<file path="src/rtl/rram_fsm_if.sv">
`default_nettype none
// ============================================================================
// Module      : rram_fsm_if
// Description : Array-side bus between rram_fsm and the RRAM macro/sense amps.
// Revision    : 1.0 - initial release
// ============================================================================
interface rram_fsm_if #(
    parameter int ADDR_W = 16,
    parameter int WIDTH  = 48,
    parameter int DAC_W  = 8
);
    logic [ADDR_W-1:0] rram_addr;
    logic              we;
    logic              set_rst;
    logic              wl_en;
    logic              bl_en;
    logic              sl_en;
    logic [WIDTH-1:0]  di;
    logic [DAC_W-1:0]  wl_dac_config;
    logic [DAC_W-1:0]  bsl_dac_config;
    logic              sa_en;
    logic              sa_rdy;
    logic [WIDTH-1:0]  sa_do;

    modport master (
        output rram_addr, we, set_rst, wl_en, bl_en, sl_en, di,
               wl_dac_config, bsl_dac_config, sa_en,
        input  sa_rdy, sa_do
    );

    modport slave (
        input  rram_addr, we, set_rst, wl_en, bl_en, sl_en, di,
               wl_dac_config, bsl_dac_config, sa_en,
        output sa_rdy, sa_do
    );
endinterface
`default_nettype wire

</file>
<file path="src/rtl/rram_fsm.sv">
`default_nettype none
// ============================================================================
// Module      : rram_fsm
// Description : RRAM word read / SET / RESET / WRITE controller with iterative
//               pulse-verify and ramped DAC levels. Define RRAM_FSM_DIAG_EN to
//               enable the failed-word counter on diag_bits.
// Revision    : 1.0 - initial release
// ============================================================================
module rram_fsm #(
    parameter int ADDR_W = 16,
    parameter int WIDTH  = 48,
    parameter int DAC_W  = 8,
    parameter int PW_W   = 8
) (
    input  logic              mclk,
    input  logic              rst,
    input  logic              fsm_go,
    input  logic [1:0]        opcode,
    input  logic              use_multi_addrs,
    input  logic [ADDR_W-1:0] address_start,
    input  logic [ADDR_W-1:0] address_stop,
    input  logic [ADDR_W-1:0] address_step,
    input  logic [7:0]        max_attempts,
    input  logic [DAC_W-1:0]  wl_dac_set_lvl_start,
    input  logic [DAC_W-1:0]  wl_dac_set_lvl_step,
    input  logic [DAC_W-1:0]  wl_dac_set_lvl_stop,
    input  logic [DAC_W-1:0]  sl_dac_rst_lvl_start,
    input  logic [DAC_W-1:0]  sl_dac_rst_lvl_step,
    input  logic [DAC_W-1:0]  sl_dac_rst_lvl_stop,
    input  logic [PW_W-1:0]   pw_set_cycle,
    input  logic [PW_W-1:0]   pw_rst_cycle,
    input  logic [WIDTH-1:0]  write_data_bits,
    output logic              rram_busy,
    output logic [WIDTH-1:0]  read_data_bits,
    output logic [2:0]        fsm_bits,
    output logic [15:0]       diag_bits,
    rram_fsm_if.master        arr
);
    localparam logic [2:0] c_IDLE      = 3'd0;
    localparam logic [2:0] c_READ      = 3'd1;
    localparam logic [2:0] c_VERIFY    = 3'd2;
    localparam logic [2:0] c_SET_PULSE = 3'd3;
    localparam logic [2:0] c_RST_PULSE = 3'd4;
    localparam logic [2:0] c_NEXT      = 3'd5;
    localparam logic [2:0] c_DONE      = 3'd6;

    localparam logic [1:0] c_OP_READ  = 2'd0;
    localparam logic [1:0] c_OP_SET   = 2'd1;
    localparam logic [1:0] c_OP_RESET = 2'd2;
    localparam int         c_RAMP_W   = DAC_W + 8;

    logic [2:0]        r_state, w_next;
    logic [1:0]        r_op;
    logic              r_multi;
    logic [ADDR_W-1:0] r_addr, r_stop, r_step;
    logic [7:0]        r_max, r_attempt;
    logic [DAC_W-1:0]  r_set_start, r_set_step, r_set_stop;
    logic [DAC_W-1:0]  r_rst_start, r_rst_step, r_rst_stop;
    logic [PW_W-1:0]   r_pw_set, r_pw_rst, r_pw_cnt;
    logic [WIDTH-1:0]  r_wdata, r_need_set, r_need_rst, r_rdata, r_di;
    logic              r_busy, r_we, r_set_rst, r_wl_en, r_bl_en, r_sl_en, r_sa_en;
    logic [DAC_W-1:0]  r_wl_dac, r_bsl_dac;

    logic [WIDTH-1:0]    w_target, w_need_set, w_need_rst, w_di_set, w_di_rst;
    logic [ADDR_W:0]     w_next_addr;
    logic                w_adv, w_go, w_verify_done, w_match, w_exhausted;
    logic [c_RAMP_W-1:0] w_set_raw, w_rst_raw;
    logic [DAC_W-1:0]    w_set_lvl, w_rst_lvl;
    logic [PW_W-1:0]     w_pw_set_ld, w_pw_rst_ld;

    always_comb begin
        w_target = '0;
        case (r_op)
            c_OP_SET:   w_target = '1;
            c_OP_RESET: w_target = '0;
            c_OP_READ:  w_target = '0;
            default:    w_target = r_wdata;
        endcase
    end

    assign w_need_set    = w_target & ~arr.sa_do;
    assign w_need_rst    = ~w_target & arr.sa_do;
    assign w_match       = (w_need_set == '0) && (w_need_rst == '0);
    assign w_exhausted   = (r_attempt == r_max);
    assign w_go          = (r_state == c_IDLE) && fsm_go;
    assign w_verify_done = (r_state == c_VERIFY) && arr.sa_rdy;

    // Pulse masks come straight from the sense result when entering from VERIFY.
    assign w_di_set = (r_state == c_VERIFY) ? w_need_set : r_need_set;
    assign w_di_rst = (r_state == c_VERIFY) ? w_need_rst : r_need_rst;

    // Ramp is wide enough that start + 255*step cannot wrap before clamping.
    assign w_set_raw = {8'd0, r_set_start} + ({{DAC_W{1'b0}}, r_attempt} * {8'd0, r_set_step});
    assign w_rst_raw = {8'd0, r_rst_start} + ({{DAC_W{1'b0}}, r_attempt} * {8'd0, r_rst_step});
    assign w_set_lvl = (w_set_raw > {8'd0, r_set_stop}) ? r_set_stop : w_set_raw[DAC_W-1:0];
    assign w_rst_lvl = (w_rst_raw > {8'd0, r_rst_stop}) ? r_rst_stop : w_rst_raw[DAC_W-1:0];

    assign w_pw_set_ld = (r_pw_set == '0) ? '0 : r_pw_set - PW_W'(1);
    assign w_pw_rst_ld = (r_pw_rst == '0) ? '0 : r_pw_rst - PW_W'(1);

    assign w_next_addr = {1'b0, r_addr} + {1'b0, r_step};
    assign w_adv       = r_multi && (r_step != '0) && (w_next_addr <= {1'b0, r_stop});

    always_comb begin
        w_next = r_state;
        case (r_state)
            c_IDLE:      if (fsm_go) w_next = (opcode == c_OP_READ) ? c_READ : c_VERIFY;
            c_READ:      if (arr.sa_rdy) w_next = c_NEXT;
            c_VERIFY: begin
                if (arr.sa_rdy) begin
                    if (w_match || w_exhausted) w_next = c_NEXT;
                    else if (w_need_set != '0)  w_next = c_SET_PULSE;
                    else                        w_next = c_RST_PULSE;
                end
            end
            c_SET_PULSE: if (r_pw_cnt == '0) w_next = (r_need_rst != '0) ? c_RST_PULSE : c_VERIFY;
            c_RST_PULSE: if (r_pw_cnt == '0) w_next = c_VERIFY;
            c_NEXT:      w_next = w_adv ? ((r_op == c_OP_READ) ? c_READ : c_VERIFY) : c_DONE;
            c_DONE:      w_next = c_IDLE;
            default:     w_next = c_IDLE;
        endcase
    end

    always_ff @(posedge mclk) begin
        if (rst) begin
            r_state     <= c_IDLE;
            r_op        <= '0;
            r_multi     <= 1'b0;
            r_addr      <= '0;
            r_stop      <= '0;
            r_step      <= '0;
            r_max       <= '0;
            r_attempt   <= '0;
            r_set_start <= '0;
            r_set_step  <= '0;
            r_set_stop  <= '0;
            r_rst_start <= '0;
            r_rst_step  <= '0;
            r_rst_stop  <= '0;
            r_pw_set    <= '0;
            r_pw_rst    <= '0;
            r_pw_cnt    <= '0;
            r_wdata     <= '0;
            r_need_set  <= '0;
            r_need_rst  <= '0;
            r_rdata     <= '0;
            r_di        <= '0;
            r_busy      <= 1'b0;
            r_we        <= 1'b0;
            r_set_rst   <= 1'b0;
            r_wl_en     <= 1'b0;
            r_bl_en     <= 1'b0;
            r_sl_en     <= 1'b0;
            r_sa_en     <= 1'b0;
            r_wl_dac    <= '0;
            r_bsl_dac   <= '0;
        end else begin
            r_state   <= w_next;
            // Outputs are registered from the next state so they switch only on entry/exit.
            r_busy    <= (w_next != c_IDLE);
            r_sa_en   <= (w_next == c_READ) || (w_next == c_VERIFY);
            r_we      <= (w_next == c_SET_PULSE) || (w_next == c_RST_PULSE);
            r_set_rst <= (w_next == c_SET_PULSE);
            r_wl_en   <= (w_next == c_SET_PULSE) || (w_next == c_RST_PULSE);
            r_bl_en   <= (w_next == c_SET_PULSE);
            r_sl_en   <= (w_next == c_RST_PULSE);
            r_di      <= (w_next == c_SET_PULSE) ? w_di_set :
                         (w_next == c_RST_PULSE) ? w_di_rst : '0;
            r_wl_dac  <= (w_next == c_SET_PULSE) ? w_set_lvl : '0;
            r_bsl_dac <= (w_next == c_RST_PULSE) ? w_rst_lvl : '0;

            if (w_go) begin
                r_op        <= opcode;
                r_multi     <= use_multi_addrs;
                r_addr      <= address_start;
                r_stop      <= address_stop;
                r_step      <= address_step;
                r_max       <= max_attempts;
                r_attempt   <= '0;
                r_set_start <= wl_dac_set_lvl_start;
                r_set_step  <= wl_dac_set_lvl_step;
                r_set_stop  <= wl_dac_set_lvl_stop;
                r_rst_start <= sl_dac_rst_lvl_start;
                r_rst_step  <= sl_dac_rst_lvl_step;
                r_rst_stop  <= sl_dac_rst_lvl_stop;
                r_pw_set    <= pw_set_cycle;
                r_pw_rst    <= pw_rst_cycle;
                r_wdata     <= write_data_bits;
            end

            if (w_verify_done) begin
                r_need_set <= w_need_set;
                r_need_rst <= w_need_rst;
            end

            if ((r_state == c_READ) && arr.sa_rdy) r_rdata <= arr.sa_do;

            if ((w_next != r_state) && (w_next == c_SET_PULSE))      r_pw_cnt <= w_pw_set_ld;
            else if ((w_next != r_state) && (w_next == c_RST_PULSE)) r_pw_cnt <= w_pw_rst_ld;
            else if (r_pw_cnt != '0)                                 r_pw_cnt <= r_pw_cnt - PW_W'(1);

            if (r_state == c_NEXT) begin
                r_attempt <= '0;
                if (w_adv) r_addr <= w_next_addr[ADDR_W-1:0];
            end else if (((r_state == c_SET_PULSE) || (r_state == c_RST_PULSE)) && (w_next == c_VERIFY)) begin
                r_attempt <= r_attempt + 8'd1;
            end
        end
    end

`ifdef RRAM_FSM_DIAG_EN
    logic [15:0] r_diag;
    logic        w_fail;

    assign w_fail = w_verify_done && !w_match && w_exhausted;

    always_ff @(posedge mclk) begin
        if (rst)                                r_diag <= '0;
        else if (w_go)                          r_diag <= '0;
        else if (w_fail && (r_diag != 16'hFFFF)) r_diag <= r_diag + 16'd1;
    end

    assign diag_bits = r_diag;
`else
    assign diag_bits = 16'd0;
`endif

    assign rram_busy          = r_busy;
    assign read_data_bits     = r_rdata;
    assign fsm_bits           = r_state;
    assign arr.rram_addr      = r_addr;
    assign arr.we             = r_we;
    assign arr.set_rst        = r_set_rst;
    assign arr.wl_en          = r_wl_en;
    assign arr.bl_en          = r_bl_en;
    assign arr.sl_en          = r_sl_en;
    assign arr.di             = r_di;
    assign arr.wl_dac_config  = r_wl_dac;
    assign arr.bsl_dac_config = r_bsl_dac;
    assign arr.sa_en          = r_sa_en;
endmodule
`default_nettype wire

</file>
<file path="src/flat_wrapper.sv">
// flat-port wrapper written by rule: the top's interface ports become plain ports
module rram_fsm_flat 
#(
    parameter int ADDR_W = 16,
    parameter int WIDTH  = 48,
    parameter int DAC_W  = 8,
    parameter int PW_W   = 8
)
  (mclk, rst, fsm_go, opcode, use_multi_addrs, address_start, address_stop, address_step, max_attempts, wl_dac_set_lvl_start, wl_dac_set_lvl_step, wl_dac_set_lvl_stop, sl_dac_rst_lvl_start, sl_dac_rst_lvl_step, sl_dac_rst_lvl_stop, pw_set_cycle, pw_rst_cycle, write_data_bits, rram_busy, read_data_bits, fsm_bits, diag_bits, arr_rram_addr, arr_we, arr_set_rst, arr_wl_en, arr_bl_en, arr_sl_en, arr_di, arr_wl_dac_config, arr_bsl_dac_config, arr_sa_en, arr_sa_rdy, arr_sa_do);
  rram_fsm_if #(.ADDR_W(ADDR_W), .WIDTH(WIDTH), .DAC_W(DAC_W)) arr_i ();
  input  logic mclk;
  input  logic rst;
  input  logic fsm_go;
  input  logic [1:0] opcode;
  input  logic use_multi_addrs;
  input  logic [ADDR_W-1:0] address_start;
  input  logic [ADDR_W-1:0] address_stop;
  input  logic [ADDR_W-1:0] address_step;
  input  logic [7:0] max_attempts;
  input  logic [DAC_W-1:0] wl_dac_set_lvl_start;
  input  logic [DAC_W-1:0] wl_dac_set_lvl_step;
  input  logic [DAC_W-1:0] wl_dac_set_lvl_stop;
  input  logic [DAC_W-1:0] sl_dac_rst_lvl_start;
  input  logic [DAC_W-1:0] sl_dac_rst_lvl_step;
  input  logic [DAC_W-1:0] sl_dac_rst_lvl_stop;
  input  logic [PW_W-1:0] pw_set_cycle;
  input  logic [PW_W-1:0] pw_rst_cycle;
  input  logic [WIDTH-1:0] write_data_bits;
  output logic rram_busy;
  output logic [WIDTH-1:0] read_data_bits;
  output logic [2:0] fsm_bits;
  output logic [15:0] diag_bits;
  output wire logic [$bits(arr_i.rram_addr)-1:0] arr_rram_addr;
  output wire logic [$bits(arr_i.we)-1:0] arr_we;
  output wire logic [$bits(arr_i.set_rst)-1:0] arr_set_rst;
  output wire logic [$bits(arr_i.wl_en)-1:0] arr_wl_en;
  output wire logic [$bits(arr_i.bl_en)-1:0] arr_bl_en;
  output wire logic [$bits(arr_i.sl_en)-1:0] arr_sl_en;
  output wire logic [$bits(arr_i.di)-1:0] arr_di;
  output wire logic [$bits(arr_i.wl_dac_config)-1:0] arr_wl_dac_config;
  output wire logic [$bits(arr_i.bsl_dac_config)-1:0] arr_bsl_dac_config;
  output wire logic [$bits(arr_i.sa_en)-1:0] arr_sa_en;
  input wire logic [$bits(arr_i.sa_rdy)-1:0] arr_sa_rdy;
  input wire logic [$bits(arr_i.sa_do)-1:0] arr_sa_do;
  assign arr_rram_addr = arr_i.rram_addr;
  assign arr_we = arr_i.we;
  assign arr_set_rst = arr_i.set_rst;
  assign arr_wl_en = arr_i.wl_en;
  assign arr_bl_en = arr_i.bl_en;
  assign arr_sl_en = arr_i.sl_en;
  assign arr_di = arr_i.di;
  assign arr_wl_dac_config = arr_i.wl_dac_config;
  assign arr_bsl_dac_config = arr_i.bsl_dac_config;
  assign arr_sa_en = arr_i.sa_en;
  assign arr_i.sa_rdy = arr_sa_rdy;
  assign arr_i.sa_do = arr_sa_do;
  rram_fsm #(.ADDR_W(ADDR_W), .WIDTH(WIDTH), .DAC_W(DAC_W), .PW_W(PW_W)) u_core (.mclk(mclk), .rst(rst), .fsm_go(fsm_go), .opcode(opcode), .use_multi_addrs(use_multi_addrs), .address_start(address_start), .address_stop(address_stop), .address_step(address_step), .max_attempts(max_attempts), .wl_dac_set_lvl_start(wl_dac_set_lvl_start), .wl_dac_set_lvl_step(wl_dac_set_lvl_step), .wl_dac_set_lvl_stop(wl_dac_set_lvl_stop), .sl_dac_rst_lvl_start(sl_dac_rst_lvl_start), .sl_dac_rst_lvl_step(sl_dac_rst_lvl_step), .sl_dac_rst_lvl_stop(sl_dac_rst_lvl_stop), .pw_set_cycle(pw_set_cycle), .pw_rst_cycle(pw_rst_cycle), .write_data_bits(write_data_bits), .rram_busy(rram_busy), .read_data_bits(read_data_bits), .fsm_bits(fsm_bits), .diag_bits(diag_bits), .arr(arr_i));
endmodule
</file>
<file path="config.mk">
export PLATFORM = sky130hd
export DESIGN_NAME = rram_fsm_flat
export DESIGN_NICKNAME = d
export VERILOG_FILES = /design/src/rtl/rram_fsm_if.sv /design/src/rtl/rram_fsm.sv /design/src/flat_wrapper.sv
export SDC_FILE = /design/constraint.sdc
export NUM_CORES = 1
export LEC_CHECK = 0
export CAP_MARGIN = 20
export CORE_AREA = 3 3 211 213
export DETAILED_ROUTE_END_ITERATION = 12
export DIE_AREA = 0 0 214 216
export PLACE_DENSITY = 0.78
export SYNTH_ARGS = -nofsm -noshare
export SYNTH_HDL_FRONTEND = slang
export SYNTH_SLANG_ARGS = --single-unit
</file>
<file path="constraint.sdc">
create_clock -name mclk -period 7.86 [get_ports mclk]
set_input_delay 1.572 -clock mclk [delete_from_list [all_inputs] [get_ports mclk]]
set_output_delay 1.572 -clock mclk [all_outputs]
set_load 0.01 [all_outputs]
</file>
After elaboration in Yosys (flattened, before gate mapping)

Index checks and enable logic that the tools add are counted.

Bits in registers: 403
Input bits: 223
Output and inout port bits: 154
Word-level logic and storage cells: 121

Add/subtract/negate cells: 7
Multiply operators: 2
Magnitude comparators: 3
Eq/ne operators: 13
Muxes and demuxes: 29
Bitwise logic cells: 6
Reductions and logical operators: 32

Operators with widths:

| kind                                                                   | number |
|---|---|
| 48-bit two-way mux                                                     | 4 |
| 48-bit bitwise AND                                                     | 2 |
| 48-bit zero test                                                       | 2 |
| 48-bit NOT                                                             | 2 |
| 48-bit one-hot mux with 2 select lines                                 | 1 |
| 48-bit nonzero test                                                    | 2 |
| 8-bit two-way mux                                                      | 9 |
| 16-bit two-way mux                                                     | 3 |
| 8-bit by 16-bit adder with 16-bit output                               | 2 |
| 16-bit by 8-bit > comparator with 1-bit output                         | 2 |
| 8-bit by 8-bit multiplier with 16-bit output                           | 2 |
| 3-bit two-way mux                                                      | 9 |
| 8-bit zero test                                                        | 3 |
| 8-bit by 1-bit subtractor with 8-bit output (second input constant)    | 3 |
| 3-bit one-hot mux with 6 select lines                                  | 1 |
| 16-bit by 16-bit adder with 17-bit output                              | 1 |
| 17-bit by 16-bit <= comparator with 1-bit output                       | 1 |
| 16-bit nonzero test                                                    | 1 |
| 3-bit by 2-bit equality test with 1-bit output (second input constant) | 4 |
| 3-bit equality test (second input constant)                            | 3 |
| 1-bit logical AND                                                      | 9 |
| 8-bit by 1-bit adder with 8-bit output (second input constant)         | 1 |
| 8-bit equality test                                                    | 1 |
| 8-bit nonzero test                                                     | 1 |
| other kinds (12)                                                       | 23 |

Longest topological paths before layout

Gate-level depths: netlist of run 1.

Depth in word-level cells: 15
Depth in mapped cells: 24
Depth with buffers taken out: 22

Least setup slack after synthesis of run 1

Ideal clock, no wire load.

Path kind: reg-to-reg
Start: reg u_core.r_attempt[3]
End: reg u_core.r_bsl_dac[0], in the netlist u_core.arr.bsl_dac_config[0]
Library setup time: 0.128 ns
Data arrival time: 5.498 ns
Data required time: 7.732 ns
Path slack: 2.234 ns
Stages on the path, launching flop included: 24
Buffers on the path: 2
Period minus slack after synthesis: 5.626 ns
Path through: dfxtp_1 > clkbuf_1 > buf_1 > nand2_1 > fa_1 > fa_1 > inv_1 > ha_1 > inv_1 > fa_1 > inv_1 > fa_1 > a21o_1 > a21oi_1 > xnor2_1 > ha_1 > nand3_1 > nor3_1 > a21oi_1 > nor4_1 > nand3_1 > nor3_4 > mux2i_1 > nor2_1

Longest elaborated chain between the ends: 8
Elaborated cells between the ends (all ways): 12
Those cells by class: add/sub (1); mul (1); order compare (1); eq/ne (2); mux (4); bitwise (1); reduce/logical (2)

Ends and longest elaborated chain:

| element                                                                                              | line            | RTL |
|---|---|---|
| start, declared                                                                                      | rram_fsm.sv:56  | `logic [7:0] r_max, r_attempt;` |
| start signal, assigned                                                                               | rram_fsm.sv:206 | `r_attempt <= r_attempt + 8'd1;` |
| parallel branches: the longest is 8 deep, another holds 8-bit by 8-bit multiplier with 16-bit output | -               |  |
| end signal, assigned                                                                                 | rram_fsm.sv:170 | `r_bsl_dac <= (w_next == c_RST_PULSE) ? w_rst_lvl : '0;` |
| end, declared                                                                                        | rram_fsm.sv:62  | `logic [DAC_W-1:0] r_wl_dac, r_bsl_dac;` |

Several ways; the timed one is not identified.
A chain may end at the register's enable or synchronous reset.

Worst setup path after layout of run 1

Start: reg u_core.r_attempt[3]
End: reg u_core.r_bsl_dac[6], in the netlist u_core.arr.bsl_dac_config[6]

Same word-level chain as after synthesis.

==> run_summary.xml, run 1 <==
<?xml version="1.0" encoding="UTF-8"?>
<metrics>
  <group name="placed_design">
    <metric name="detailed_place.area" unit="um^2">26900</metric>
    <metric name="place_hpwl" unit="um">52500</metric>
    <metric name="globalplace.congestion" unit="">1.00</metric>
    <metric name="port_buffers" unit="">360</metric>
    <metric name="dp.cells" unit="">3750</metric>
  </group>
  <group name="critical_path">
    <metric name="crit_arrival" unit="ns">6.49</metric>
    <metric name="setup.reg_to_reg.worst_slack" unit="ns">1.82</metric>
    <metric name="worstRegToRegCells" unit="">21</metric>
    <metric name="worst-endpoint-required" unit="ns">8.32</metric>
    <metric name="timing.critical_path.cells" unit="">nand2_1 -&gt; fa_1 -&gt; fa_1 -&gt; inv_1 -&gt; ha_1 -&gt; inv_1 -&gt; fa_1 -&gt; inv_1 -&gt; fa_1 -&gt; a21o_1 -&gt; a21oi_1 -&gt; xnor2_1 -&gt; ha_1 -&gt; nand3_1 -&gt; nor3_1 -&gt; a21oi_1 -&gt; nor4_1 -&gt; nand3_1 -&gt; nor3_4 -&gt; mux2i_1 -&gt; nor2_1</metric>
    <metric name="critPathMaxFanout" unit="">21</metric>
    <metric name="timing.critical_path.to_type" unit="">flop</metric>
    <metric name="reg2reg_to" unit="">u_core.arr.bsl_dac_config[6]</metric>
    <metric name="crit_path_frequent_cell" unit="">sky130_fd_sc_hd__fa_1</metric>
    <metric name="criticalPathCategory" unit="">reg2reg</metric>
    <metric name="cpLargestDelayFamily" unit="">adder cells</metric>
    <metric name="timing.rr.start" unit="">u_core.r_attempt[3]</metric>
    <metric name="critical_path.slowest_cell" unit="">sky130_fd_sc_hd__dfxtp_1</metric>
    <metric name="critical_path.max_stage_delay" unit="ns">0.82</metric>
    <metric name="critical_path_buf_inv_count" unit="">3</metric>
    <metric name="worst_setup_path_start_kind" unit="">flop</metric>
  </group>
  <group name="synthesis">
    <metric name="yosysSeqAreaShare" unit="%">34.4</metric>
    <metric name="async_sr_flop_fraction" unit="%">0</metric>
    <metric name="synth-seq-cells" unit="">403</metric>
    <metric name="top_count_cell_post_synth" unit="">sky130_fd_sc_hd__nand2_1</metric>
    <metric name="synth_cells" unit="">3031</metric>
    <metric name="yosysWarningCount" unit="">0</metric>
    <metric name="synth.lib_cells_used.distinct" unit="">72</metric>
    <metric name="synth_enable_flop_cells" unit="">0</metric>
    <metric name="synth_ff_type" unit="">sky130_fd_sc_hd__dfxtp_1</metric>
    <metric name="synth_largest_type_area_fraction" unit="%">34.4</metric>
    <metric name="synth_common_cells" unit="">sky130_fd_sc_hd__nand2_1 (624), sky130_fd_sc_hd__a21oi_1 (438), sky130_fd_sc_hd__dfxtp_1 (403)</metric>
    <metric name="postSynthAreaPerCell" unit="um^2">7.74</metric>
    <metric name="syn-cell-area" unit="um^2">23500</metric>
    <metric name="netlist_top_cells_area" unit="">sky130_fd_sc_hd__dfxtp_1 (34%), sky130_fd_sc_hd__nand2_1 (10%), sky130_fd_sc_hd__a21oi_1 (9.3%)</metric>
    <metric name="synth_largest_area_cell" unit="">sky130_fd_sc_hd__dfxtp_1</metric>
  </group>
  <group name="global_routing">
    <metric name="initial_antenna_violation_count" unit="">6</metric>
    <metric name="track_usage" unit="%">30.9</metric>
    <metric name="use_met3" unit="%">5.89</metric>
    <metric name="grt-ovfl-total" unit="">0</metric>
    <metric name="first_global_vias" unit="">21900</metric>
    <metric name="grt.busiest_layer" unit="">met2</metric>
    <metric name="grt_use_met2" unit="%">49.9</metric>
    <metric name="maximum_number_of_pins_on_one_net_before_global_route_repair" unit="">149</metric>
    <metric name="gr-usage-met1" unit="%">41.8</metric>
    <metric name="first_pass_grt_wire_length" unit="um">117000</metric>
  </group>
  <group name="cts">
    <metric name="post_cts.repair.setup_buffers" unit="">0</metric>
    <metric name="post_cts_resized" unit="">0</metric>
    <metric name="cts-root-to-sink-buffers" unit="">3</metric>
    <metric name="root_buffer" unit="">sky130_fd_sc_hd__clkbuf_16</metric>
    <metric name="cts-hold-fix-buffers" unit="">0</metric>
    <metric name="cts_sinks" unit="">403</metric>
    <metric name="cts_htree_levels" unit="">2</metric>
    <metric name="cts_buffers" unit="">45</metric>
    <metric name="latest_clock_arrival_within_the_worst_skew_pair" unit="ns">0.59</metric>
    <metric name="clock_tree_from_tritoncts" unit="">yes</metric>
    <metric name="path_clk_slew" unit="ns">0.06</metric>
  </group>
  <group name="min_path">
    <metric name="min_path_type" unit="">reg2reg</metric>
    <metric name="worstHoldStart" unit="">u_core.read_data_bits[1]</metric>
    <metric name="min_to" unit="">u_core.read_data_bits[1]</metric>
    <metric name="hold_path_depth" unit="">2</metric>
  </group>
  <group name="floorplanning">
    <metric name="initial_core_util" unit="%">54.7</metric>
    <metric name="dieArea" unit="um^2">46200</metric>
    <metric name="floorplan.rows" unit="">76</metric>
    <metric name="dieWidth" unit="um">214</metric>
    <metric name="boundaryPins" unit="">377</metric>
    <metric name="core_area" unit="um^2">42900</metric>
    <metric name="fp.dieH" unit="um">216</metric>
  </group>
  <group name="layout">
    <metric name="syn2layout_area_growth" unit="%">21.5</metric>
    <metric name="drive_gt1_share" unit="%">4.31</metric>
    <metric name="nets" unit="">3649</metric>
    <metric name="layout.cell_area.non_filler" unit="um^2">28500</metric>
    <metric name="final_cell_count_no_fill" unit="">3840</metric>
  </group>
  <group name="timing">
    <metric name="timing.final.crit_period" unit="ns">6.04</metric>
    <metric name="max_freq" unit="MHz">166</metric>
    <metric name="clock_skew" unit="ns">0.0227</metric>
    <metric name="hold_violations_final" unit="">0</metric>
    <metric name="setup_repair_after_global_routing_missed_its_margin" unit="">false</metric>
    <metric name="layout_worst_path_cycle_share" unit="%">76.8</metric>
    <metric name="max_slew_margin" unit="%">31.1</metric>
    <metric name="timing_worst_slew_pin_value" unit="ns">1.03</metric>
    <metric name="final-setup-viol-count" unit="">0</metric>
    <metric name="finalHoldWorstSlack" unit="ns">0.453</metric>
    <metric name="tns" unit="ns">0</metric>
    <metric name="drv_slew" unit="">0</metric>
  </group>
  <group name="power">
    <metric name="power" unit="mW">6.95</metric>
    <metric name="power.density" unit="nW/um^2">244</metric>
    <metric name="power.static_leakage" unit="nW">11.2</metric>
    <metric name="power.ir.vdd_worst" unit="uV">169</metric>
  </group>
  <group name="route">
    <metric name="detailedRoute.firstIterationViolations" unit="">2255</metric>
    <metric name="routedWlPerCell" unit="um">19.2</metric>
    <metric name="detail_route.drc_violations" unit="">0</metric>
    <metric name="via_per_inst" unit="">5.84</metric>
    <metric name="drt_wl_total" unit="um">73600</metric>
    <metric name="ant_nets" unit="">0</metric>
    <metric name="drt_pre_antenna_iters" unit="">6</metric>
    <metric name="dr_total_vias" unit="">22400</metric>
  </group>
  <group name="outcome">
    <metric name="status" unit="">completed</metric>
  </group>
  <group name="flow_run">
    <metric name="drv.max_cap_violation_count" unit="">0</metric>
  </group>
</metrics>
[per-stage QoR]
step           utilization, %  setup slack (ns)
6_report                 66.5              1.82
5_1_grt                  66.5              1.37
4_1_cts                  66.4              1.81
3_5_place_dp             62.7              1.82
3_3_place_gp             62.7              2.00
2_1_floorplan               -              2.23
[cells in the final DEF, fill, tap and decap left out, types with 27 or more instances in the layout]
cell type / synthesis / final
sky130_fd_sc_hd__nand2_1: 624 / 622
sky130_fd_sc_hd__a21oi_1: 438 / 438
sky130_fd_sc_hd__dfxtp_1: 403 / 403
sky130_fd_sc_hd__clkdlybuf4s50_1: 0 / 359
sky130_fd_sc_hd__inv_1: 200 / 199
sky130_fd_sc_hd__ha_1: 124 / 124
sky130_fd_sc_hd__nor2_1: 123 / 122
sky130_fd_sc_hd__nor3_1: 117 / 117
sky130_fd_sc_hd__fa_1: 89 / 89
sky130_fd_sc_hd__o21ai_0: 69 / 69
sky130_fd_sc_hd__nand3_1: 67 / 67
sky130_fd_sc_hd__o22ai_1: 53 / 53
sky130_fd_sc_hd__and3_1: 51 / 51
sky130_fd_sc_hd__nor4_1: 46 / 46
sky130_fd_sc_hd__clkbuf_16: 0 / 46
sky130_fd_sc_hd__and2_1: 42 / 41
sky130_fd_sc_hd__xnor2_1: 39 / 39
sky130_fd_sc_hd__nor2b_1: 32 / 32
sky130_fd_sc_hd__mux2i_1: 28 / 28
sky130_fd_sc_hd__nand4_1: 27 / 27
[worst register-to-register path, delay by kind of cell (launching register included)]
family	cells	cell delay, ns
AOI/OAI and AO/OA	3	0.46
xor gates and xnor gates	1	0.12
adders and majority gates	6	2.63
buffers and inverters	3	0.17
DFF	1	0.82
muxes	1	0.28
and+or+nand+nor	7	1.42
[per-layer routing]
metal | wire, um | part of all wire [%]
met1 | 31700 | 43
met2 | 33800 | 46
met3 | 5930 | 8.0
met4 | 2170 | 2.9
met5 | 0 | 0
[registers in the layout (all words and copies together) (netlist names), 16 cells and up]
| register | flops |
|---|---|
| u_core.read_data_bits | 48 |
| u_core.r_need_set | 48 |
| u_core.r_step | 16 |
| u_core.arr.rram_addr | 16 |
| u_core.r_stop | 16 |
| u_core.r_need_rst | 48 |
| u_core.r_wdata | 48 |
| u_core.arr.di | 48 |
[worst max path at each step]
| stage | startpoint | slack, ns | end | cells after the start |
|---|---|---|---|---|
| floorplan | u_core.r_attempt[3] | 2.23 | u_core.arr.bsl_dac_config[0] | 23 |
| finish | u_core.r_attempt[3] | 1.82 | u_core.arr.bsl_dac_config[6] | 21 |
| CTS | u_core.r_attempt[3] | 1.81 | u_core.arr.bsl_dac_config[1] | 21 |
| detailed placement | u_core.r_attempt[3] | 1.82 | u_core.arr.bsl_dac_config[7] | 21 |
| global route | u_core.r_attempt[3] | 1.37 | u_core.arr.bsl_dac_config[0] | 21 |
| global placement | u_core.r_attempt[3] | 2.00 | u_core.arr.bsl_dac_config[7] | 21 |
[cell type report]
cell class | count | area (um^2)
antenna | 6 | 15.0
clock buffer | 64 | 1340
clock inverter | 19 | 260
fill | 3610 | 14400
inverter | 200 | 751
multi-input combinational | 2184 | 13600
sequential | 403 | 8070
tap | 585 | 732
timing repair buffer | 379 | 3760
[where the power goes]
part	internal, mW	switching [mW]
logic	0.835	1.36
clock network	1.36	0.895
registers	2.27	0.238
[cells by family after synthesis]
family | share of synthesized area (%)
buffers and inverters | 8.11
flip-flops | 34.4
AO/OA/AOI/OAI | 16.9
multiplexers | 1.35
XOR/XNOR | 1.87
other | 0.0160
adder cells (fa/ha/maj) | 14.2
AND/OR/NAND/NOR | 23.2
Note: power is estimated with default switching activity, not from simulation.
==> run 2: changes to the inputs <==
--- a/config.mk
+++ b/config.mk
@@ -6,10 +6,10 @@
 export NUM_CORES = 1
 export LEC_CHECK = 0
 export CAP_MARGIN = 20
-export CORE_AREA = 3 3 211 213
+export CORE_AREA = 3 3 223 225
 export DETAILED_ROUTE_END_ITERATION = 12
-export DIE_AREA = 0 0 214 216
-export PLACE_DENSITY = 0.78
+export DIE_AREA = 0 0 226 228
+export PLACE_DENSITY = 0.74
 export SYNTH_ARGS = -nofsm -noshare
 export SYNTH_HDL_FRONTEND = slang
 export SYNTH_SLANG_ARGS = --single-unit
==> constraint.sdc (replaced) <==
create_clock -name mclk -period 4.86 [get_ports mclk]
set_input_delay 0.972 -clock mclk [delete_from_list [all_inputs] [get_ports mclk]]
set_output_delay 0.972 -clock mclk [all_outputs]
set_load 0.01 [all_outputs]
==> run 2 against run 1 <==
Effect of this change: the flow now finishes with violations (setup timing); die area increased by 11%; critical path depth unchanged; final cell count increased by 3.8%; wire length increased by 9.0%; setup slack got worse by 2.0 ns; largest cell class unchanged; non-clock buffer count increased by 126; clock-buffer cell count decreased by 2; highest routed layer is now met5; worst hold slack improved by 0.0015 ns; global-route usage decreased by 1.2 points; register-to-register slack got worse by 2.0 ns; via count increased by 3.1%; critical endpoint is now u_core.arr.bsl_dac_config[1].
==> run_summary.xml, run 2 (same netlist as run 1, synthesis figures left out) <==
<?xml version="1.0" encoding="UTF-8"?>
<metrics>
  <group name="route">
    <metric name="detail_route.drc_violations" unit="">0</metric>
    <metric name="drt_pre_antenna_iters" unit="">6</metric>
    <metric name="ant_nets" unit="">0</metric>
    <metric name="via_per_inst" unit="">5.80</metric>
    <metric name="routedWlPerCell" unit="um">20.1</metric>
    <metric name="drt_wl_total" unit="um">80300</metric>
    <metric name="dr_total_vias" unit="">23100</metric>
    <metric name="detailedRoute.firstIterationViolations" unit="">2257</metric>
  </group>
  <group name="floorplanning">
    <metric name="dieArea" unit="um^2">51500</metric>
    <metric name="dieWidth" unit="um">226</metric>
    <metric name="initial_core_util" unit="%">49.2</metric>
    <metric name="boundaryPins" unit="">377</metric>
    <metric name="core_area" unit="um^2">47700</metric>
    <metric name="floorplan.rows" unit="">80</metric>
    <metric name="fp.dieH" unit="um">228</metric>
  </group>
  <group name="layout">
    <metric name="drive_gt1_share" unit="%">10.7</metric>
    <metric name="mostFrequentLayoutCell" unit="">sky130_fd_sc_hd__nand2_1</metric>
    <metric name="syn2layout_area_growth" unit="%">28.6</metric>
    <metric name="nets" unit="">3775</metric>
    <metric name="filler_cell_count" unit="">4078</metric>
    <metric name="layout.cells.most_common_list" unit="">sky130_fd_sc_hd__nand2_1 (612), sky130_fd_sc_hd__a21oi_1 (425), sky130_fd_sc_hd__dfxtp_1 (387), sky130_fd_sc_hd__clkdlybuf4s50_1 (359), sky130_fd_sc_hd__inv_1 (190)</metric>
  </group>
  <group name="timing">
    <metric name="tns" unit="ns">-2.03</metric>
    <metric name="finalHoldWorstSlack" unit="ns">0.455</metric>
    <metric name="setup_repair_after_global_routing_missed_its_margin" unit="">true</metric>
    <metric name="layout_worst_path_cycle_share" unit="%">104</metric>
    <metric name="hold_violations_final" unit="">0</metric>
    <metric name="timing_worst_slew_pin_value" unit="ns">0.944</metric>
    <metric name="max_slew_margin" unit="%">37.1</metric>
    <metric name="timing.final.crit_period" unit="ns">5.04</metric>
    <metric name="drv_slew" unit="">0</metric>
    <metric name="max_freq" unit="MHz">198</metric>
    <metric name="final-setup-viol-count" unit="">16</metric>
    <metric name="setup_ws" unit="ns">-0.178</metric>
    <metric name="clock_skew" unit="ns">0.0285</metric>
  </group>
  <group name="critical_path">
    <metric name="critical_path.max_stage_delay" unit="ns">0.53</metric>
    <metric name="crit_path_frequent_cell" unit="">sky130_fd_sc_hd__fa_1</metric>
    <metric name="crit_start" unit="">u_core.r_rst_step[1]</metric>
    <metric name="crit_arrival" unit="ns">5.52</metric>
    <metric name="worst-endpoint-required" unit="ns">5.34</metric>
    <metric name="criticalPathCategory" unit="">reg2reg</metric>
    <metric name="setup.reg_to_reg.worst_slack" unit="ns">-0.18</metric>
    <metric name="timing.critical_path.to_type" unit="">flop</metric>
    <metric name="timing.rr.start" unit="">u_core.r_rst_step[1]</metric>
    <metric name="worst_setup_path_start_kind" unit="">flop</metric>
    <metric name="critPathMaxFanout" unit="">7</metric>
    <metric name="worstRegToRegCells" unit="">21</metric>
    <metric name="timing.critical_path.cells" unit="">buf_6 -&gt; nand2_2 -&gt; fa_1 -&gt; inv_1 -&gt; fa_1 -&gt; fa_1 -&gt; fa_1 -&gt; ha_4 -&gt; a21oi_4 -&gt; buf_4 -&gt; buf_4 -&gt; buf_4 -&gt; o211ai_1 -&gt; a21o_1 -&gt; a21oi_2 -&gt; o21ai_2 -&gt; mux2_4 -&gt; nor3_4 -&gt; buf_6 -&gt; mux2i_1 -&gt; nor2_1</metric>
    <metric name="critical_path.slowest_cell" unit="">sky130_fd_sc_hd__fa_1</metric>
    <metric name="reg2reg_to" unit="">u_core.arr.bsl_dac_config[1]</metric>
  </group>
  <group name="outcome">
    <metric name="violations" unit="">setup timing</metric>
    <metric name="status" unit="">finished, violations left</metric>
  </group>
  <group name="flow_run">
    <metric name="drv.max_cap_violation_count" unit="">0</metric>
  </group>
  <group name="power">
    <metric name="power.ir.vdd_worst" unit="uV">366</metric>
    <metric name="power.density" unit="nW/um^2">385</metric>
    <metric name="power.static_leakage" unit="nW">11.9</metric>
    <metric name="power" unit="mW">11.6</metric>
  </group>
  <group name="global_routing">
    <metric name="first_pass_grt_wire_length" unit="um">123000</metric>
    <metric name="grt.busiest_layer" unit="">met2</metric>
    <metric name="grt_use_met2" unit="%">46.8</metric>
    <metric name="gr-usage-met1" unit="%">40.8</metric>
    <metric name="track_usage" unit="%">29.7</metric>
    <metric name="use_met3" unit="%">6.72</metric>
    <metric name="first_global_vias" unit="">22200</metric>
    <metric name="grt-ovfl-total" unit="">0</metric>
    <metric name="maximum_number_of_pins_on_one_net_before_global_route_repair" unit="">174</metric>
    <metric name="initial_antenna_violation_count" unit="">7</metric>
  </group>
  <group name="cts">
    <metric name="cts_sinks" unit="">403</metric>
    <metric name="clock_tree_from_tritoncts" unit="">yes</metric>
    <metric name="root_buffer" unit="">sky130_fd_sc_hd__clkbuf_16</metric>
    <metric name="cts-hold-fix-buffers" unit="">0</metric>
    <metric name="cts_buffers" unit="">45</metric>
    <metric name="cts_htree_levels" unit="">2</metric>
    <metric name="latest_clock_arrival_within_the_worst_skew_pair" unit="ns">0.61</metric>
    <metric name="path_clk_slew" unit="ns">0.06</metric>
    <metric name="cts-root-to-sink-buffers" unit="">3</metric>
  </group>
  <group name="placed_design">
    <metric name="detailedPlace.worstSlack" unit="ns">-0.255</metric>
    <metric name="globalplace.congestion" unit="">0.958</metric>
    <metric name="place_hpwl" unit="um">56800</metric>
    <metric name="port_buffers" unit="">360</metric>
  </group>
  <group name="min_path">
    <metric name="worstHoldStart" unit="">u_core.r_stop[8]</metric>
    <metric name="min_path_type" unit="">reg2reg</metric>
    <metric name="hold_path_depth" unit="">2</metric>
    <metric name="min_to" unit="">u_core.r_stop[8]</metric>
  </group>
</metrics>
[run 2: critical path: cells and delay by family (launching register included)]
| family | cells | cell delay [ns] |
|---|---|---|
| and+or+nand+nor | 3 | 0.34 |
| muxes | 2 | 0.53 |
| DFF | 1 | 0.42 |
| AOI/OAI and AO/OA | 5 | 0.66 |
| adders and majority gates | 5 | 2.29 |
| buffers and inverters | 6 | 0.69 |
[run 2: power by group]
group | switching [mW] | internal, mW
logic | 2.46 | 1.69
registers | 0.381 | 3.67
clock network | 1.46 | 1.97
total | 4.30 | 7.32
[run 2: timing repair]
item / 4_1_cts / 5_1_grt
setup endpoints to repair: 16 / 84
hold endpoints to repair: 0 / 0
resized for setup: 54 / 72
pin swaps: 24 / 39
cloned: 1 / 2
buffers inserted: 13 / 12
[run 2: how the worst max path moves through the flow]
stage	endpoint	slack, ns	cells after the start
after floorplan	u_core.arr.bsl_dac_config[0]	-0.09	24
after global placement	u_core.arr.bsl_dac_config[0]	-0.09	22
after detailed placement	u_core.arr.bsl_dac_config[6]	-0.26	22
after CTS	u_core.arr.wl_dac_config[2]	-0.11	22
after global routing	u_core.arr.bsl_dac_config[0]	-0.42	22
final	u_core.arr.bsl_dac_config[1]	-0.18	21
[run 2: metal layers]
layer  wire [um]  vias up
met4        2350       10
met2       36700     1074
met3        7670      167
met1       33500    11100
met5          81        -
li1            -    10800
[run 2: layout make-up]
class | instances | area, um^2 | area share (%)
Clock buffer | 62 | 1290 | 4.27
Timing Repair Buffer | 505 | 4910 | 16.3
Tap cell | 615 | 769 | 2.55
Multi-Input combinational cell | 2184 | 14200 | 47.0
Inverter | 200 | 751 | 2.49
Antenna cell | 2 | 5.00 | 0.0166
Sequential cell | 403 | 8110 | 26.9
Clock inverter | 14 | 178 | 0.588
[run 2: metrics by stage]
stage | cell area, um^2 | util [%] | instances
after floorplan | 23800 | - | 3046
after global placement | 27800 | 58.3 | 3877
after detailed placement | 27900 | 58.4 | 3878
after CTS | 29700 | 62.2 | 3968
after global routing | 30200 | 63.2 | 3984
final | 30200 | 63.2 | 3985
